[src/rtl/fc_act_loader_if.sv]
// Stream-in / vector-out bundle between an activation source, fc_act_loader and the FC layer.
// The loader sits on the slave modport; the activation source and result capture use master.
interface fc_act_loader_if #(
  parameter int unsigned WIDTH = 8,
  parameter int unsigned IN    = 128
);
  logic                      s_valid;
  logic                      s_ready;
  logic [WIDTH-1:0]          s_data;
  logic                      s_last;
  logic [IN-1:0][WIDTH-1:0]  x;
  logic                      x_valid;
  logic                      x_ack;
  logic                      err_len;

  modport master (
    output s_valid,
    output s_data,
    output s_last,
    output x_ack,
    input  s_ready,
    input  x,
    input  x_valid,
    input  err_len
  );

  modport slave (
    input  s_valid,
    input  s_data,
    input  s_last,
    input  x_ack,
    output s_ready,
    output x,
    output x_valid,
    output err_len
  );
endinterface

[src/rtl/fc_act_loader.sv]
// Assembles IN streamed activations into a registered vector held for the FC layer until acked.
// Define LOADER_ZPAD_EN to zero-pad short vectors instead of flagging and discarding them.
module fc_act_loader #(
  parameter int unsigned WIDTH = 8,
  parameter int unsigned IN    = 128
) (
  input logic             clk,
  input logic             rst_n,
  fc_act_loader_if.slave  bus
);
  localparam int unsigned IDX_W = $clog2(IN);
  localparam logic [IDX_W-1:0] LastIdx = IDX_W'(IN - 1);

  typedef enum logic [0:0] {StFill, StFull} state_e;

  state_e                    state_q, state_d;
  logic [IDX_W-1:0]          idx_q, idx_d;
  logic [IN-1:0][WIDTH-1:0]  buf_q, buf_d;
  logic                      err_q, err_d;
  logic                      s_ready;
  logic                      x_valid;
  logic                      accept;
  logic                      at_end;

  assign accept = bus.s_valid && s_ready;
  assign at_end = (idx_q == LastIdx);

  // State register
  always_ff @(posedge clk or negedge rst_n) begin
    if (!rst_n) begin
      state_q <= StFill;
      idx_q   <= '0;
      buf_q   <= '0;
      err_q   <= 1'b0;
    end else begin
      state_q <= state_d;
      idx_q   <= idx_d;
      buf_q   <= buf_d;
      err_q   <= err_d;
    end
  end

  // Next-state logic
  always_comb begin
    state_d = state_q;
    idx_d   = idx_q;
    err_d   = 1'b0;
    unique case (state_q)
      StFill: begin
        if (accept) begin
          if (at_end) begin
            // Overlong vectors still complete; only the missing s_last is flagged.
            state_d = StFull;
            idx_d   = '0;
            err_d   = !bus.s_last;
          end else if (bus.s_last) begin
`ifdef LOADER_ZPAD_EN
            state_d = StFull;
            idx_d   = '0;
`else
            idx_d   = '0;
            err_d   = 1'b1;
`endif
          end else begin
            idx_d = idx_q + 1'b1;
          end
        end
      end
      StFull: begin
        if (bus.x_ack) begin
          state_d = StFill;
        end
      end
      default: begin
        state_d = StFill;
      end
    endcase
  end

  // Vector buffer write; x is taken straight from the buffer.
  always_comb begin
    buf_d = buf_q;
    if (accept) begin
      buf_d[idx_q] = bus.s_data;
`ifdef LOADER_ZPAD_EN
      if (bus.s_last && !at_end) begin
        for (int unsigned i = 0; i < IN; i++) begin
          if (i > 32'(idx_q)) begin
            buf_d[i] = '0;
          end
        end
      end
`endif
    end
  end

  // Outputs; s_ready is forced low while reset is asserted.
  always_comb begin
    s_ready = 1'b0;
    x_valid = 1'b0;
    unique case (state_q)
      StFill:  s_ready = rst_n;
      StFull:  x_valid = 1'b1;
      default: s_ready = 1'b0;
    endcase
  end

  assign bus.s_ready = s_ready;
  assign bus.x_valid = x_valid;
  assign bus.x       = buf_q;
  assign bus.err_len = err_q;

endmodule

[src/flat_wrapper.sv]
// flat-port wrapper written by rule: the top's interface ports become plain ports
module fc_act_loader_flat 
#(
  parameter int unsigned WIDTH = 8,
  parameter int unsigned IN    = 128
)
  (clk, rst_n, bus_s_valid, bus_s_data, bus_s_last, bus_x_ack, bus_s_ready, bus_x, bus_x_valid, bus_err_len);
  fc_act_loader_if #(.WIDTH(WIDTH), .IN(IN)) bus_i ();
  input logic clk;
  input logic rst_n;
  input wire logic [$bits(bus_i.s_valid)-1:0] bus_s_valid;
  input wire logic [$bits(bus_i.s_data)-1:0] bus_s_data;
  input wire logic [$bits(bus_i.s_last)-1:0] bus_s_last;
  input wire logic [$bits(bus_i.x_ack)-1:0] bus_x_ack;
  output wire logic [$bits(bus_i.s_ready)-1:0] bus_s_ready;
  output wire logic [$bits(bus_i.x)-1:0] bus_x;
  output wire logic [$bits(bus_i.x_valid)-1:0] bus_x_valid;
  output wire logic [$bits(bus_i.err_len)-1:0] bus_err_len;
  assign bus_i.s_valid = bus_s_valid;
  assign bus_i.s_data = bus_s_data;
  assign bus_i.s_last = bus_s_last;
  assign bus_i.x_ack = bus_x_ack;
  assign bus_s_ready = bus_i.s_ready;
  assign bus_x = bus_i.x;
  assign bus_x_valid = bus_i.x_valid;
  assign bus_err_len = bus_i.err_len;
  fc_act_loader #(.WIDTH(WIDTH), .IN(IN)) u_core (.clk(clk), .rst_n(rst_n), .bus(bus_i));
endmodule
[config.mk]
export PLATFORM = sky130hd
export DESIGN_NAME = fc_act_loader_flat
export DESIGN_NICKNAME = d
export VERILOG_FILES = /design/src/rtl/fc_act_loader_if.sv /design/src/rtl/fc_act_loader.sv /design/src/flat_wrapper.sv
export SDC_FILE = /design/constraint.sdc
export NUM_CORES = 1
export LEC_CHECK = 0
export CAP_MARGIN = 10
export CELL_PAD_IN_SITES_DETAIL_PLACEMENT = 0
export CELL_PAD_IN_SITES_GLOBAL_PLACEMENT = 1
export CORE_AREA = 3 3 409 411
export CTS_BUF_LIST = sky130_fd_sc_hd__clkbuf_8
export CTS_CLUSTER_SIZE = 12
export DETAILED_ROUTE_END_ITERATION = 8
export DIE_AREA = 0 0 412 414
export HOLD_SLACK_MARGIN = 0.08
export PLACE_DENSITY_LB_ADDON = 0.3
export SYNTH_ARGS = -nofsm -noshare
export SYNTH_HDL_FRONTEND = slang
export SYNTH_SLANG_ARGS = --single-unit
[constraint.sdc]
create_clock -name clk -period 2.3 [get_ports clk]
set_input_delay 0.345 -clock clk [delete_from_list [all_inputs] [get_ports clk]]
set_output_delay 0.345 -clock clk [all_outputs]
set_load 0.01 [all_outputs]
### Word-level counts from Yosys, hierarchy flattened

Cells that the tools add are included.

| storage, ports and cells | value |
|---|---|
| logic and storage cells | 155 |
| input bits | 13 |
| register bits | 1033 |

| cells by class | value |
|---|---|
| reductions and logical operators | 4 |
| eq/ne operators | 1 |
| bitwise gates (word level) | 1 |
| mux-type cells | 15 |
| $add $sub $neg | 1 |
| order comparisons | 2 |

Operators with widths:

| operator | number |
|---|---|
| 1024-bit bitwise mux | 1 |
| 8-bit demux with 7-bit select | 1 |
| 7-bit two-way mux | 2 |
| 1-bit two-way mux | 9 |
| 7-bit by 8-bit less-than comparator with 1-bit output (second input constant) | 1 |
| 8-bit two-way mux | 1 |
| 7-bit by 1-bit adder with 7-bit output (second input constant) | 1 |
| 7-bit equality test (second input constant) | 1 |
| 7-bit by 1-bit >= comparator with 1-bit output (second input constant) | 1 |
| 1-bit logical AND | 2 |
| 1-bit one-hot mux with 2 select lines | 1 |
| 2-bit AND reduction | 1 |
| 1-bit zero test | 1 |
| 1-bit inverter | 1 |

### Depth between registers and ports, before layout

| depth | value |
|---|---|
| depth after elaboration | 5 |
| depth in mapped cells | 6 |
| mapped depth without buffers | 4 |

### Least setup slack after synthesis

No wires, ideal clock.

| timing path | value |
|---|---|
| path type | register to register |
| from | reg u_core.idx_q[5] |
| to | reg u_core.buf_q (netlist bit u_core.bus.x[184]) |
| library setup time | 0.125 ns |
| period minus slack after synthesis | 2.005 ns |
| path buffers | 2 |
| stages on the path, launching flop included | 6 |
| setup slack | 0.295 ns |
| arrival | 1.881 ns |
| cell sequence | dfrtp_1 buf_4 or4b_1 buf_2 nor3_4 mux2_2 |

| between the ends | value |
|---|---|
| word-level cells in the longest chain between the ends | 5 |
| elaborated cells on any way between the ends | 6 |
| classes of those cells | 2 x order compare; 3 x mux; 1 x reduce/logical |

RTL lines:

| element | line | text |
|---|---|---|
| from (decl) | fc_act_loader.sv:17 | `logic [IDX_W-1:0] idx_q, idx_d;` |
| from (signal assigned) | fc_act_loader.sv:37 | `idx_q <= idx_d;` |
| 7-bit by 8-bit less-than comparator with 1-bit output (implied by the code) or 7-bit by 1-bit >= comparator with 1-bit output (tied branches) | fc_act_loader.sv:84 | `buf_d[idx_q] = bus.s_data;` |
| 1-bit logical AND (implied by the code) | fc_act_loader.sv:84 |  |
| 8-bit two-way mux (implied by the code) | fc_act_loader.sv:84 |  |
| 8-bit demux with 7-bit select * | -- |  |
| 1024-bit bitwise mux * | fc_act_loader.sv:84 |  |
| to (signal assigned) | fc_act_loader.sv:38 | `buf_q <= buf_d;` |
| to (decl) | fc_act_loader.sv:18 | `logic [IN-1:0][WIDTH-1:0] buf_q, buf_d;` |

Mark *: on every way between the ends. The rest lies on a longest branch, timed or not.
A chain may end at the register's enable or synchronous reset.

### Worst setup path in the final report

| timing path | value |
|---|---|
| from | reg u_core.idx_q[4] |
| to | reg u_core.buf_q (netlist bit u_core.bus.x[283]) |

Same word-level chain as after synthesis.

==> impl_metrics.tcl <==
set metrics [dict create \
    grt_overflow_total 0 \
    powerDensity_mw_per_mm2 699 \
    ys_seq_area_share_pct 64.0 \
    crit_type "reg2reg" \
    clkPwrFrac_pct 43.3 \
    insertion_delay_ns 0.92 \
    antenna_found_initial 8 \
    gp_congestion 0.758 \
    fin_util_pct 35.7 \
    drt_iter0_markers 1130 \
    hold_class "in2reg" \
    syn_avg_cell_area_um2 16.5 \
    num_vias 26220 \
    setup_viol 0 \
    drive_above_1_share_pct 42.3 \
    startpoint_type "register" \
    grt_pass1_vias 27732 \
    yosysWarnings 0 \
    fin_hold_ws_ns 0.303 \
    cpLargestDelayFamily "simple AND/OR/NAND/NOR gates" \
    htree_levels 4 \
    synthToLayoutAreaGrowth_pct 45.3 \
    power_frac_comb_pct 9.8 \
    fin_nets 3742 \
    yosysTopAreaCellShare_pct 64.0 \
    synth_top_area_cell "dfrtp_1" \
    synth_area_leaders "dfrtp_1 (64%), mux2_2 (28%), nor3_4 (1.9%)" \
    cts_buffer_depth 3 \
    crit_chain "or4b_1, buf_4, nor3_4, buf_4, mux2_2" \
    syn_nets 2458 \
    maxCapViolations 0 \
    design.die.area_mm2 0.171 \
    cts.sinks 1033 \
    io_pins 1040 \
    cp_common_cell "buf_4" \
    viasPerCell 4.33 \
    max_clock_freq_mhz 451 \
    remaining_drc_errors 0 \
    min_period_ns 2.22 \
    status "finished, final reports clean" \
    synth-main-ff-cell "dfrtp_1" \
    syn_inst 2444 \
    period_share_pct 96.5 \
    ys_types 43 \
    cts_tree "yes" \
    routedWlPerCell_um 26.3 \
    vdd_ir_drop_max_mv 0.518 \
    grt_pass1_wl_um 224000 \
    clk_root_buffer_cell "clkbuf_8" \
    synth-async-reset-ratio_pct 100 \
    switching_share_pct 26.4 \
    port_buffers 1039 \
    static-leakage-power_nw 32.5 \
    wirelength_um 160000 \
    row_count 149 \
    grt_max_degree 163 \
    synth-edff-count 0 \
    setup_ws_ns 0.0805 \
    switchingPower_mw 10.8 \
    post_dp_cell_area_mm2 0.0558 \
    netlist_area_mm2 0.0404 \
    place_ws_ns -0.308 \
    skew_ns 0.0582 \
    ant_nets 0 \
    clkTransAtPathRegs_ns 0.06 \
    path_max_fanout 13 \
    track_usage_pct 18.4 \
    crit_required_ns 3.07 \
    die_y_um 414 \
    slew_viol_final 0 \
    worst_path_max_delay_cell "dfrtp_4" \
    slew_headroom_pct 33.4 \
    core_area_mm2 0.164 \
    cp.arrival_ns 2.99 \
    end_kind "register" \
    cts_made_buffers 186 \
    critPathMaxStageDelay_ns 0.59 \
    power.internal_mw 30.2 \
    initial_core_util_pct 24.6 \
    design_area_mm2 0.0587 \
    tightest_slew_ns 1.00 \
    dp_hpwl_um 114000 \
    synth_seq_cells 1033 \
    path_buf_inv 2 \
    hold_violations 0 \
    rsz0062_at_grt "no" \
    seqPwrFrac_pct 46.9 \
    die_w_um 412 \
    drt-pass1-iter-count 4 \
]
-- through the flow --
step           TNS, ns  power, mW  std cells
2_1_floorplan        0       21.0       2444
3_3_place_gp   -164.22       24.1       5714
3_5_place_dp   -145.97       24.1       5714
4_1_cts        -0.0414       41.9       6054
5_1_grt              0       42.9       6058
6_report             0       41.0       6061
-- power by group through the flow --
stage	sequential (mW)	combinational, mW	clock, mW
final	19.2	4.03	17.7
after global routing	19.3	4.31	19.3
after CTS	19.2	4.16	18.5
after detailed placement	19.6	4.54	0
after global placement	19.6	4.53	0
after floorplan	19.8	1.19	0
-- routing by layer --
layer	vias up	routed length [um]	global-route usage [%]
li1	11364	-	-
met1	13859	62500	21.4
met2	782	80800	31.9
met3	215	12000	6.20
met4	0	4350	5.28
met5	-	0	0
-- final cells by class --
class,count,area (um^2)
Antenna cell,4,10.0
Clock buffer,235,3230
Clock inverter,93,577
Fill cell,16382,106000
Inverter,1,3.75
Multi-Input combinational cell,1232,13800
Sequential cell,1033,25900
Tap cell,2189,2740
Timing Repair Buffer,1274,12400
-- synthesized netlist by cell type, drive strengths merged (3+ instances only) --
| cell type | instances |
|---|---|
| nand4b | 5 |
| nor2b | 4 |
| mux2 | 1024 |
| and4b | 5 |
| dfrtp | 1033 |
| o21ai | 7 |
| nor4b | 4 |
| nand3 | 67 |
| and4bb | 5 |
| nand2b | 3 |
| nor2 | 3 |
| or4b | 4 |
| nand2 | 7 |
| nand4bb | 8 |
| buf | 53 |
| o31ai | 3 |
| nor3 | 64 |
| or4 | 3 |
| clkbuf | 125 |
-- layout by cell type (no fill, tap or decap), drive strengths merged, types with 11 or more instances in the layout --
cell and instances:
dlygate4sd3 12, buf 234, inv 70, nor3 64, clkdlybuf4s50 131, nand3 67, clkinv 11, mux2 1024
clkbuf 235, dfrtp 1033, dlygate4sd2 895
-- timing repair --
action / CTS / global route
endpoints found under the hold margin: 1153 / 0
gates resized for setup: 919 / 5
hold buffers: 12 / 0
setup endpoints to repair: 928 / 102
buffers inserted: 0 / 3
-- worst paths after layout --
check,cells after the start,startpoint,slack (ns),endpoint
max reg2reg,5,u_core.idx_q[4],0.08,u_core.bus.x[283]
max,5,u_core.idx_q[4],0.08,u_core.bus.x[283]
max in group asynchronous,5,rst_n,0.18,u_core.bus.x[302]
min reg2reg,1,u_core.bus.x[319],0.48,u_core.bus.x[319]
min in group asynchronous,4,rst_n,0.82,u_core.bus.x[1018]
min,4,bus_s_last,0.30,u_core.idx_q[6]
-- worst min-delay path: cells and delay by family --
kind / cells / cell delay [ns]
AOI/OAI and AO/OA: 1 / 0.06
buffers and inverters: 1 / 0.63
and+or+nand+nor: 2 / 0.16
-- sequential cells by signal, summed over array words and instances, names as in the netlist --
register and count:
u_core.bus.err_len 1, u_core.bus.x 1024, u_core.idx_q 7, u_core.state_q 1
-- kinds of logic after synthesis --
kind of cell             Yosys count  share of synthesized area, %
AND/OR/NAND/NOR                  191                          5.22
AO/OA/AOI/OAI                     16                         0.248
flip-flops                      1033                          64.0
buffers and inverters            179                          1.95
multiplexers                    1024                          28.5
adder cells (fa/ha/maj)            1                        0.0310
Power figures use the tool's default switching activity.
